==> src/rtl/alu_arbiter.sv <==
// Two-requester front end for one shared combinational ALU: arbitrate, execute, hold response.
// Define ALU_ARB_FIXED_PRIO_EN to make requester 0 win every tie instead of round-robin.
module alu_arbiter (
    input  logic        i_clk,
    input  logic        i_rst_n,
    input  logic        i_req0_valid,
    output logic        o_req0_ready,
    input  logic [31:0] i_req0_r,
    input  logic [31:0] i_req0_s,
    input  logic [3:0]  i_req0_aluc,
    input  logic        i_req1_valid,
    output logic        o_req1_ready,
    input  logic [31:0] i_req1_r,
    input  logic [31:0] i_req1_s,
    input  logic [3:0]  i_req1_aluc,
    output logic        o_rsp0_valid,
    input  logic        i_rsp0_ready,
    output logic [31:0] o_rsp0_alu,
    output logic        o_rsp0_zf,
    output logic        o_rsp1_valid,
    input  logic        i_rsp1_ready,
    output logic [31:0] o_rsp1_alu,
    output logic        o_rsp1_zf,
    output logic [31:0] o_alu_r,
    output logic [31:0] o_alu_s,
    output logic [3:0]  o_alu_aluc,
    input  logic [31:0] i_alu_res,
    input  logic        i_alu_zf,
    output logic        o_busy
);

    typedef enum logic [1:0] {StIdle, StExec, StResp} state_e;

    state_e      state_q, state_d;
    logic        grant_q, grant_d;
    logic        last_q, last_d;
    logic [31:0] r_q, r_d;
    logic [31:0] s_q, s_d;
    logic [3:0]  aluc_q, aluc_d;
    logic [1:0]  rsp_valid_q, rsp_valid_d;
    logic [31:0] rsp0_alu_q, rsp0_alu_d;
    logic [31:0] rsp1_alu_q, rsp1_alu_d;
    logic        rsp0_zf_q, rsp0_zf_d;
    logic        rsp1_zf_q, rsp1_zf_d;

    logic any_valid;
    logic win1;
    logic idle;
    logic rsp_taken;

    assign any_valid = i_req0_valid | i_req1_valid;
    assign idle      = (state_q == StIdle);

`ifdef ALU_ARB_FIXED_PRIO_EN
    assign win1 = i_req1_valid & ~i_req0_valid;
`else
    // last_q holds the index granted last; requester 1 wins a tie only if 0 went last.
    assign win1 = i_req1_valid & (~i_req0_valid | ~last_q);
`endif

    // Gated by reset so ready stays low while reset is held even with valid inputs.
    assign o_req0_ready = i_rst_n & idle & i_req0_valid & ~win1;
    assign o_req1_ready = i_rst_n & idle & win1;

    assign rsp_taken = grant_q ? i_rsp1_ready : i_rsp0_ready;

    always_comb begin
        state_d     = state_q;
        grant_d     = grant_q;
        last_d      = last_q;
        r_d         = r_q;
        s_d         = s_q;
        aluc_d      = aluc_q;
        rsp_valid_d = rsp_valid_q;
        rsp0_alu_d  = rsp0_alu_q;
        rsp1_alu_d  = rsp1_alu_q;
        rsp0_zf_d   = rsp0_zf_q;
        rsp1_zf_d   = rsp1_zf_q;
        case (state_q)
            StIdle: begin
                if (any_valid) begin
                    grant_d = win1;
                    r_d     = win1 ? i_req1_r    : i_req0_r;
                    s_d     = win1 ? i_req1_s    : i_req0_s;
                    aluc_d  = win1 ? i_req1_aluc : i_req0_aluc;
                    state_d = StExec;
                end
            end
            StExec: begin
                if (grant_q) begin
                    rsp1_alu_d = i_alu_res;
                    rsp1_zf_d  = i_alu_zf;
                end else begin
                    rsp0_alu_d = i_alu_res;
                    rsp0_zf_d  = i_alu_zf;
                end
                rsp_valid_d[grant_q] = 1'b1;
                state_d              = StResp;
            end
            StResp: begin
                if (rsp_taken) begin
                    rsp_valid_d[grant_q] = 1'b0;
                    last_d               = grant_q;
                    state_d              = StIdle;
                end
            end
            default: state_d = StIdle;
        endcase
    end

    always_ff @(posedge i_clk or negedge i_rst_n) begin
        if (!i_rst_n) begin
            state_q     <= StIdle;
            grant_q     <= 1'b0;
            last_q      <= 1'b1;
            r_q         <= '0;
            s_q         <= '0;
            aluc_q      <= '0;
            rsp_valid_q <= '0;
            rsp0_alu_q  <= '0;
            rsp1_alu_q  <= '0;
            rsp0_zf_q   <= 1'b0;
            rsp1_zf_q   <= 1'b0;
        end else begin
            state_q     <= state_d;
            grant_q     <= grant_d;
            last_q      <= last_d;
            r_q         <= r_d;
            s_q         <= s_d;
            aluc_q      <= aluc_d;
            rsp_valid_q <= rsp_valid_d;
            rsp0_alu_q  <= rsp0_alu_d;
            rsp1_alu_q  <= rsp1_alu_d;
            rsp0_zf_q   <= rsp0_zf_d;
            rsp1_zf_q   <= rsp1_zf_d;
        end
    end

    assign o_alu_r      = r_q;
    assign o_alu_s      = s_q;
    assign o_alu_aluc   = aluc_q;
    assign o_rsp0_valid = rsp_valid_q[0];
    assign o_rsp1_valid = rsp_valid_q[1];
    assign o_rsp0_alu   = rsp0_alu_q;
    assign o_rsp1_alu   = rsp1_alu_q;
    assign o_rsp0_zf    = rsp0_zf_q;
    assign o_rsp1_zf    = rsp1_zf_q;
    assign o_busy       = ~idle;

endmodule
==> config.mk <==
export PLATFORM = sky130hd
export DESIGN_NAME = alu_arbiter
export DESIGN_NICKNAME = d
export VERILOG_FILES = /design/src/rtl/alu_arbiter.sv
export SDC_FILE = /design/constraint.sdc
export NUM_CORES = 1
export LEC_CHECK = 0
export CAP_MARGIN = 20
export CORE_MARGIN = 1.5
export CORE_UTILIZATION = 42
export CTS_BUF_LIST = sky130_fd_sc_hd__clkbuf_16
export CTS_CLUSTER_DIAMETER = 50
export DETAILED_ROUTE_END_ITERATION = 10
export PLACE_DENSITY = 0.82
export SYNTH_ARGS = -nofsm -noshare
export SYNTH_HDL_FRONTEND = slang
export SYNTH_SLANG_ARGS = --single-unit
==> constraint.sdc <==
create_clock -name i_clk -period 2.2 [get_ports i_clk]
set_input_delay 0.22 -clock i_clk [delete_from_list [all_inputs] [get_ports i_clk]]
set_output_delay 0.22 -clock i_clk [all_outputs]
set_load 0.05 [all_outputs]
==> metrics.txt <==
Final nets 892; crit path kind flop to primary output; FFs w/ async S/R, synth 1.00; Setup-failing EPs final 0; first-pass GRT wire length 25300 µm; die height 129 µm; TNS Setup 0 ns; syn_area_per_cell 16.9 µm²; Finished Cell Area 10600 µm²; DR DRC count 0; fmax ~500 MHz; layout cells sized above 1 0.340; P&R area growth vs syn 60.2%; GRT Overall Usage 0.202; Tcrit/Tclk final 0.927; Synth Flop Type dfrtp_1; synthesized area 6650 µm²; gr ovfl total 0; CP Max Fanout 12; post-synthesis mux area share 0.420; Max IR drop VDD around 1.1 mV; Synth Area in Simple Gates 0.0124; Die X 129 µm; Routed WL 16500 µm; most frequent cells in the layout clkdlybuf4s50_1 (309), dfrtp_1 (139), mux2_4 (134); WP data arrival 1.82 ns; pin count of the biggest net entering global routing roughly 140; Starting Density 0.434; Clk Latency, worst-skew pair 0.41 ns; First DRT Iteration DRCs 130; clock-pin slew on the worst setup and hold paths roughly 0.06 ns; drt wl/cell approximately 18 µm; commonest non-fill, non-tap cell in the layout clkdlybuf4s50_1; area of placed instances a little over 10000 µm²; die area 16600 µm²; minimum clock period 2.04 ns; Distinct cells, synth 22; met1 GRT Util 0.225; EDFF count, synth 0; worst rel slew slack 0.523; Non-Filler Instances 940; final hold vios 0; register area share after synthesis 0.527; initial antenna violation count 0; Synth Area in Compound Gates 0.00810; largest family of logic cells by synthesized area multiplexers; CTS root buf clkbuf_16; CP required 1.98 ns; Final ANT Viol Nets 0; Net Count, Synth 569; Max Clock Skew between 0.005 and 0.006 ns; synthesis-stage register bit count 140; power density over the cells ~1800 nW/µm²; post-synthesis adder-cell area fraction 0; TritonCTS clock tree yes; via count roughly 4.5k; max-capacitance violation count 0; Num CTS Buffers 17; outcome finished clean; Antenna Cells 0; core area roughly 15000 µm²; met2 usage 0.349; crit start category flop; unrepaired setup endpoints after global routing no; DR vias/cell approximately 4.7; P_leak 4.67 nW; H-tree levels 4; Longest Clk Path Bufs 2; HP Class input pin to flop; Mapped Cells ~400; dpl cells about 900; Synth Area in XOR/XNOR 0; global routing's busiest layer met2; Max Slew Vio Count 0; Pre-Repair DR Iteration Count 4; number of I/O pins 314; Core Rows 45; port bufs 313; vias in the first global route 4810; HPWL after DPL about 13000 µm; RD Place Congestion 0.764; met3 Usage GRT 0.0678; worst slew pin tran 0.715 ns; clock sinks 140; Synthesis Warnings 0; Worst setup EP type primary output
## worst paths after layout
kind | start | endpoint | slack, ns | cells past startpoint
setup / recovery | last_q | o_req0_ready | 0.16 | 4
hold / removal | i_alu_res[0] | o_rsp0_alu[0] | 0.45 | 2
setup reg to reg | state_q[0] | o_alu_r[1] | 0.34 | 4
hold reg to reg | o_rsp1_alu[18] | o_rsp1_alu[18] | 0.50 | 1
max in group asynchronous | i_rst_n | o_rsp0_alu[14] | 1.15 | 3
min in group asynchronous | i_rst_n | o_alu_s[10] | 0.54 | 3
## sequential cells by signal, indices dropped and copies added, names as in the netlist, named ones only
| register | count |
|---|---|
| o_rsp0_zf | 1 |
| o_alu_aluc | 4 |
| last_q | 1 |
| o_rsp0_alu | 32 |
| grant_q | 1 |
| state_q | 2 |
| o_rsp1_alu | 32 |
| o_alu_r | 32 |
| o_rsp1_zf | 1 |
| o_alu_s | 32 |
## final cells by class
| cell class | instances | area [µm²] |
|---|---|---|
| fill | 1012 | 4670 |
| sequential | 140 | 3500 |
| clock buffer | 17 | 425 |
| timing repair buffer | 327 | 3350 |
| inverter | 3 | 11.3 |
| multi-input combinational | 228 | 2940 |
| tap | 211 | 264 |
| clock inverter | 14 | 153 |
## cells by family after synthesis
kind of cell | Yosys count
multiplexers | 203
flip-flops | 140
buffers and inverters | 26
AND/OR/NAND/NOR | 16
AO/OA/AOI/OAI | 9
## cells in the mapped netlist, types with 2 or more instances
master	n	area, µm²
dfrtp_1	139	3480
nand2_1	3	11.3
buf_6	2	22.5
nand3b_1	2	15.0
buf_4	7	52.6
nor2_1	5	18.8
mux2_2	68	766
mux2_4	134	2010
a21oi_1	6	30.0
inv_1	3	11.3
buf_8	6	90.1
buf_2	8	40.0
nand3_1	2	10.0
## worst max-delay path: stages (launching register included)
cell	delay, ns
dfstp_2	0.56
a21bo_4	0.18
buf_4	0.25
and4_1	0.27
buf_12	0.15
## stage by stage
stage | hold slack, ns | total power (W) | utilization | setup slack [ns]
after detailed placement | 0.412 | 0.0162 | 0.657 | 0.236
after CTS | 0.432 | 0.0191 | 0.695 | 0.121
after global routing | 0.441 | 0.0197 | 0.695 | 0.0697
after floorplan | -0.0756 | 0.0124 | - | 0.482
final | 0.448 | 0.0189 | 0.695 | 0.161
after global placement | 0.396 | 0.0160 | 0.657 | 0.255
## metal layers
layer / vias up / wire length (µm)
li1: 2054 / -
met1: 2135 / 6300
met2: 229 / 8270
met3: 37 / 1380
met4: 0 / 516
met5: - / 0
## repair_timing
item                                    in CTS  in global routing
buffers inserted                             0                  0
hold buffers                                 1                  0
endpoints found under the hold margin      139                  0
endpoints found under the setup margin       1                  0
resized for setup                            1                  0
## where the power goes
part	leakage [nW]	switching, W	internal (W)	total [W]
combinational	2.75	0.00661	0.00481	0.0114
sequential	1.64	0.000781	0.00393	0.00471
clock	0.285	0.00103	0.00176	0.00278
total	4.67	0.00842	0.0105	0.0189
Note: power is estimated with default switching activity, not from simulation.
